===== src/rtl/vscale_mem_arbiter.sv =====
// Two-master (imem/dmem) to one-slave arbiter for a pipelined memory port.
// Default build uses dmem priority with an imem anti-starvation override; define VSCALE_ARB_RR_EN for round-robin.
module vscale_mem_arbiter #(
  parameter int ADDR_WIDTH   = 32,
  parameter int BUS_WIDTH    = 32,
  parameter int SIZE_WIDTH   = 3,
  parameter int RESP_WIDTH   = 1,
  parameter int STARVE_LIMIT = 4
) (
  input  logic                  clk,
  input  logic                  reset,
  input  logic [ADDR_WIDTH-1:0] m0_addr,
  input  logic                  m0_read,
  input  logic [SIZE_WIDTH-1:0] m0_size,
  output logic [BUS_WIDTH-1:0]  m0_rdata,
  output logic                  m0_ready,
  output logic [RESP_WIDTH-1:0] m0_resp,
  input  logic [ADDR_WIDTH-1:0] m1_addr,
  input  logic                  m1_read,
  input  logic                  m1_write,
  input  logic [SIZE_WIDTH-1:0] m1_size,
  input  logic [BUS_WIDTH-1:0]  m1_wdata,
  output logic [BUS_WIDTH-1:0]  m1_rdata,
  output logic                  m1_ready,
  output logic [RESP_WIDTH-1:0] m1_resp,
  output logic [ADDR_WIDTH-1:0] s_addr,
  output logic                  s_read,
  output logic                  s_write,
  output logic [SIZE_WIDTH-1:0] s_size,
  output logic [BUS_WIDTH-1:0]  s_wdata,
  input  logic [BUS_WIDTH-1:0]  s_rdata,
  input  logic                  s_ready,
  input  logic [RESP_WIDTH-1:0] s_resp
);

  // state   | meaning
  // DP_IDLE | no data phase in flight
  // DP_M0   | imem owns the current data phase
  // DP_M1   | dmem owns the current data phase
  typedef enum logic [1:0] {DP_IDLE = 2'd0, DP_M0 = 2'd1, DP_M1 = 2'd2} dp_t;
  typedef enum logic [1:0] {GNT_NONE = 2'd0, GNT_M0 = 2'd1, GNT_M1 = 2'd2} gnt_t;

  logic req0, req1;
  gnt_t gnt_new, gnt, gnt_q;
  dp_t  dp_state, dp_next;

  assign req0 = m0_read;
  assign req1 = m1_read | m1_write;

`ifdef VSCALE_ARB_RR_EN
  logic last_m1;

  always_comb begin
    gnt_new = GNT_NONE;
    if (req0 && req1)
      gnt_new = last_m1 ? GNT_M0 : GNT_M1;
    else if (req1)
      gnt_new = GNT_M1;
    else if (req0)
      gnt_new = GNT_M0;
  end

  always_ff @(posedge clk or negedge reset) begin
    if (!reset)
      last_m1 <= 1'b1;
    else if (s_ready && gnt != GNT_NONE)
      last_m1 <= (gnt == GNT_M1);
  end
`else
  localparam logic [3:0] STARVE_MAX = 4'(STARVE_LIMIT);
  logic [3:0] starve_cnt;

  always_comb begin
    gnt_new = GNT_NONE;
    if (req0 && starve_cnt == STARVE_MAX)
      gnt_new = GNT_M0;
    else if (req1)
      gnt_new = GNT_M1;
    else if (req0)
      gnt_new = GNT_M0;
  end

  // Counts accepted cycles in which imem asked but dmem was granted.
  always_ff @(posedge clk or negedge reset) begin
    if (!reset)
      starve_cnt <= 4'd0;
    else if (!req0)
      starve_cnt <= 4'd0;
    else if (s_ready) begin
      if (gnt == GNT_M0)
        starve_cnt <= 4'd0;
      else if (gnt == GNT_M1 && starve_cnt < STARVE_MAX)
        starve_cnt <= starve_cnt + 4'd1;
    end
  end
`endif

  // A stalled slave keeps the address phase frozen on the previous owner.
  assign gnt = s_ready ? gnt_new : gnt_q;

  always_comb begin
    dp_next = dp_state;
    if (s_ready) begin
      case (gnt)
        GNT_M0:  dp_next = DP_M0;
        GNT_M1:  dp_next = DP_M1;
        default: dp_next = DP_IDLE;
      endcase
    end
  end

  always_ff @(posedge clk or negedge reset) begin
    if (!reset) begin
      gnt_q    <= GNT_NONE;
      dp_state <= DP_IDLE;
    end else begin
      gnt_q    <= gnt;
      dp_state <= dp_next;
    end
  end

  always_comb begin
    s_addr  = '0;
    s_size  = '0;
    s_read  = 1'b0;
    s_write = 1'b0;
    if (reset) begin
      case (gnt)
        GNT_M0: begin
          s_addr = m0_addr;
          s_size = m0_size;
          s_read = m0_read;
        end
        GNT_M1: begin
          s_addr  = m1_addr;
          s_size  = m1_size;
          s_read  = m1_read;
          s_write = m1_write;
        end
        default: ;
      endcase
    end
  end

  always_comb begin
    s_wdata  = '0;
    m0_rdata = '0;
    m0_resp  = '0;
    m1_rdata = '0;
    m1_resp  = '0;
    if (reset) begin
      case (dp_state)
        DP_M0: begin
          m0_rdata = s_rdata;
          m0_resp  = s_resp;
        end
        DP_M1: begin
          m1_rdata = s_rdata;
          m1_resp  = s_resp;
          s_wdata  = m1_wdata;
        end
        default: ;
      endcase
    end
  end

  assign m0_ready = reset & s_ready & ~(req0 & (gnt != GNT_M0));
  assign m1_ready = reset & s_ready & ~(req1 & (gnt != GNT_M1));

endmodule

===== config.mk =====
export PLATFORM = sky130hd
export DESIGN_NAME = vscale_mem_arbiter
export DESIGN_NICKNAME = d
export VERILOG_FILES = /design/src/rtl/vscale_mem_arbiter.sv
export SDC_FILE = /design/constraint.sdc
export NUM_CORES = 1
export LEC_CHECK = 0
export CORE_AREA = 2 2 109 111
export DETAILED_ROUTE_END_ITERATION = 12
export DIE_AREA = 0 0 111 113
export SLEW_MARGIN = 20
export SYNTH_ARGS = -nofsm -noshare
export SYNTH_HDL_FRONTEND = slang
export SYNTH_SLANG_ARGS = --single-unit

===== constraint.sdc =====
create_clock -name clk -period 3.8 [get_ports clk]
set_input_delay 0.57 -clock clk [delete_from_list [all_inputs] [get_ports clk]]
set_output_delay 0.57 -clock clk [all_outputs]
set_load 0.03 [all_outputs]

==> results of run 1 <==
-- power by group through the flow --
stage	Clock, W	Combinational, W	Sequential, W
2_1_floorplan	0	0.000307	0.0000942
3_3_place_gp	0	0.000612	0.0000950
3_5_place_dp	0	0.000617	0.0000953
4_1_cts	0.000184	0.000619	0.0000942
5_1_grt	0.000191	0.000653	0.0000951
6_report	0.000179	0.000613	0.0000941
-- kinds of logic (layout without fill, tap and decap cells) --
family	Yosys count	count (layout)
and+or+nand+nor	153	153
AOI/OAI and AO/OA	85	85
buffers and inverters	38	297
DFF	8	8
adders and majority gates	4	4
muxes	2	2
other	0	2
-- state kept, by name (all words and copies together) (netlist names) --
name	count
starve_cnt	4
dp_state	2
gnt_q	2
-- path summary, 6_finish.rpt --
check,cells after the start,to,from,slack [ns]
setup / recovery,9,s_size[2],m1_write,0.23
hold / removal,1,starve_cnt[3]$_DFFE_PN0P_,starve_cnt[3]$_DFFE_PN0P_,0.53
setup reg to reg,9,starve_cnt[2]$_DFFE_PN0P_,starve_cnt[0]$_DFFE_PN0P_,1.50
hold reg to reg,1,starve_cnt[3]$_DFFE_PN0P_,starve_cnt[3]$_DFFE_PN0P_,0.53
max in group asynchronous,2,gnt_q[1]$_DFF_PN0_,reset,2.98
min in group asynchronous,2,starve_cnt[1]$_DFFE_PN0P_,reset,0.70
-- critical path: cells and delay by family --
kind / cells / cell delay [ns]
simple gates: 2 / 0.60
buf+inv: 3 / 0.84
compound gates: 3 / 0.67
fa+ha+maj: 1 / 0.30
-- synthesized netlist by cell type, drive strengths merged, types with 3 or more instances --
master   n  share of area (%)
o21ai    6                1.5
ha       4                2.4
buf     12                4.3
o21a     3                1.1
nand2   42                7.7
dfrtp    8                9.7
clkbuf  20                3.7
and2    98                 30
a21oi   39                9.5
inv      6                1.1
a311oi  36                 24
nand3    5                1.2
-- per-stage QoR --
stage / util [%] / hold slack (ns)
detailed placement: 43.4 / 0.534
CTS: 44.1 / 0.544
global placement: 43.4 / 0.519
global route: 44.1 / 0.568
floorplan: - / 0.274
finish: 44.1 / 0.534
-- routing by layer --
layer | track usage, % | share of wire, % | vias to the layer above
li1 | - | - | 1535
met1 | 18.4 | 38 | 1437
met3 | 3.21 | 7.5 | 11
met5 | 0 | 0 | -
met4 | 4.42 | 1.5 | 0
met2 | 31.6 | 53 | 178
-- area by class of cell --
type	instances	area, µm²
tap	143	179
fill	1137	6300
clock buffer	3	75.1
inverter	6	22.5
antenna	2	5.00
sequential	8	200
timing repair buffer	288	2800
multi-input combinational	244	1690
==> reports/metrics.csv, run 1 <==
stage,metric,value,unit
power_and_ir_drop,p_per_area,178,nW/µm²
floorplan,floorplan.initialDensity,18.3,%
synthesis,synth_cells,290,
sta,rsz0062_at_grt,false,
power_and_ir_drop,max-vdd-ir-drop,119,µV
clocking,postCtsSetupBuffers,0,
floorplan,dieHeight,113,µm
final_layout,area_growth,141,%
final_layout,fin_area,4970,µm²
sta,setup_viol,0,
routing,dr.first_iter.drc_count,134,
synthesis,synth_xor_xnor_area_share,0,%
clocking,clock-root-buffer,clkbuf_16,
placed_design,portBuffers,277,
sta,setup_ws,0.233,ns
clocking,cts_made_buffers,3,
clocking,cts_hold_buf,0,
floorplan,core_area,11300,µm²
clocking,cts_tree,yes,
global_routing,gr-usage-all-layers,16.4,%
placed_design,hpwl,9130,µm
power_and_ir_drop,p_sw_share,40.7,%
final_layout,nNetsFinal,696,
floorplan,die_area,12500,µm²
routing,wl_per_cell,15.7,µm
routing,vias_per_cell,4.55,
final_layout,drive_above_1_share,15.5,%
worst_setup_path,cp_cell_sequence,"clkdlybuf4s50_1, or2_2, o211ai_1, o21ai_0, ha_1, nand2b_2, buf_12, a311oi_1, buf_4",
synthesis,synth-adder-area-share,2.43,%
clocking,clockBufferDepth,2,
power_and_ir_drop,switching_power,0.000361,W
worst_setup_path,crit_path_max_incr_delay,0.41,ns
routing,dr.pass1.iters,4,
global_routing,grt_overflow,0,
sta,period_share,93.9,%
power_and_ir_drop,share_comb_of_total_power,69.2,%
synthesis,synth_compound_area_share,36.5,%
sta,maxSlewViolCount,0,
global_routing,grt_max_degree,75,
sta,final_hold_viol_count,0,
power_and_ir_drop,p_clk_share,20.2,%
sta,tns,0,ns
sta,max_freq,280,MHz
power_and_ir_drop,p_total,0.000886,W
synthesis,synth_cell_types,25,
power_and_ir_drop,p_int,0.000525,W
synthesis,synth_ff_type,dfrtp_1,
power_and_ir_drop,p_seq_share,10.6,%
worst_setup_path,cp-start-kind,input pin,
worst_setup_path,path_max_fanout,29,
sta,slew_headroom,68.1,%
synthesis,syn_nets,435,
global_routing,grt_pass1_vias,3231,
placed_design,gp_congestion,0.793,
synthesis,async_reset_ff_share,100,%
worst_setup_path,cp_slowest_cell,clkdlybuf4s50_1,
placed_design,dp.cells,689,
worst_setup_path,cp.arrival,3.00,ns
final_layout,finalNonFillerCells,694,
worst_setup_path,crit_path_end_kind,output pin,
placed_design,pre_cts_ws,0.249,ns
synthesis,synth-edff-count,0,
floorplan,fp-row-count,39,
routing,ant_nets,0,
synthesis,synth_top_family_by_area,simple AND/OR/NAND/NOR gates,
final_layout,mostFrequentLayoutCell,clkdlybuf4s50_1,
clocking,clkTransAtPathRegs,0.03,ns
synthesis,yosys_warnings,0,
power_and_ir_drop,power.leakage,1.86,nW
floorplan,die_w,111,µm
worst_setup_path,worstPathRequired,3.23,ns
floorplan,pin_count,278,
final_layout,layout_common_cells,"241 x clkdlybuf4s50_1, 98 x and2_1, 44 x buf_4",
clocking,clock_latency,0.24,ns
synthesis,avgSynthCellArea,7.10,µm²
placed_design,dpl-instance-area,4890,µm²
routing,via_count,3161,
global_routing,antenna_found_initial,2,
synthesis,synth_area,2060,µm²
sta,worstMarginPinSlew,0.474,ns
worst_setup_path,path_class,input pin to output pin,
synthesis,yosys_register_bits,8,
synthesis,synth-simple-area-share,41.3,%
hold_path,min_path_type,flip-flop to flip-flop,
sta,finalCriticalPeriod,3.57,ns
synthesis,ys_seq_area_share,9.72,%
clocking,htree_levels,1,
synthesis,muxShareOfSynthArea,0.972,%
global_routing,grt_pass1_wl,16800,µm
run_status,outcome,completed,
clocking,clock-sinks,8,
routing,remaining_drc_errors,0,
job,cap_violations,0,
clocking,cts-resized-gates,0,
sta,fin_skew,0.00382,ns
routing,wl,10900,µm
Power figures use the tool's default switching activity.
==> inputs of run 2 (changes only) <==
- SLEW_MARGIN: 20 -> 0
==> results of run 2 <==
No change in the layout: final DEF, timing and power equal those of run 1.
==> inputs of run 3 (changes only) <==
- CTS_CLUSTER_SIZE: not set -> 14
- HOLD_SLACK_MARGIN: not set -> 0.12
==> results of run 3 <==
No change in the layout: final DEF, timing and power equal those of run 1.
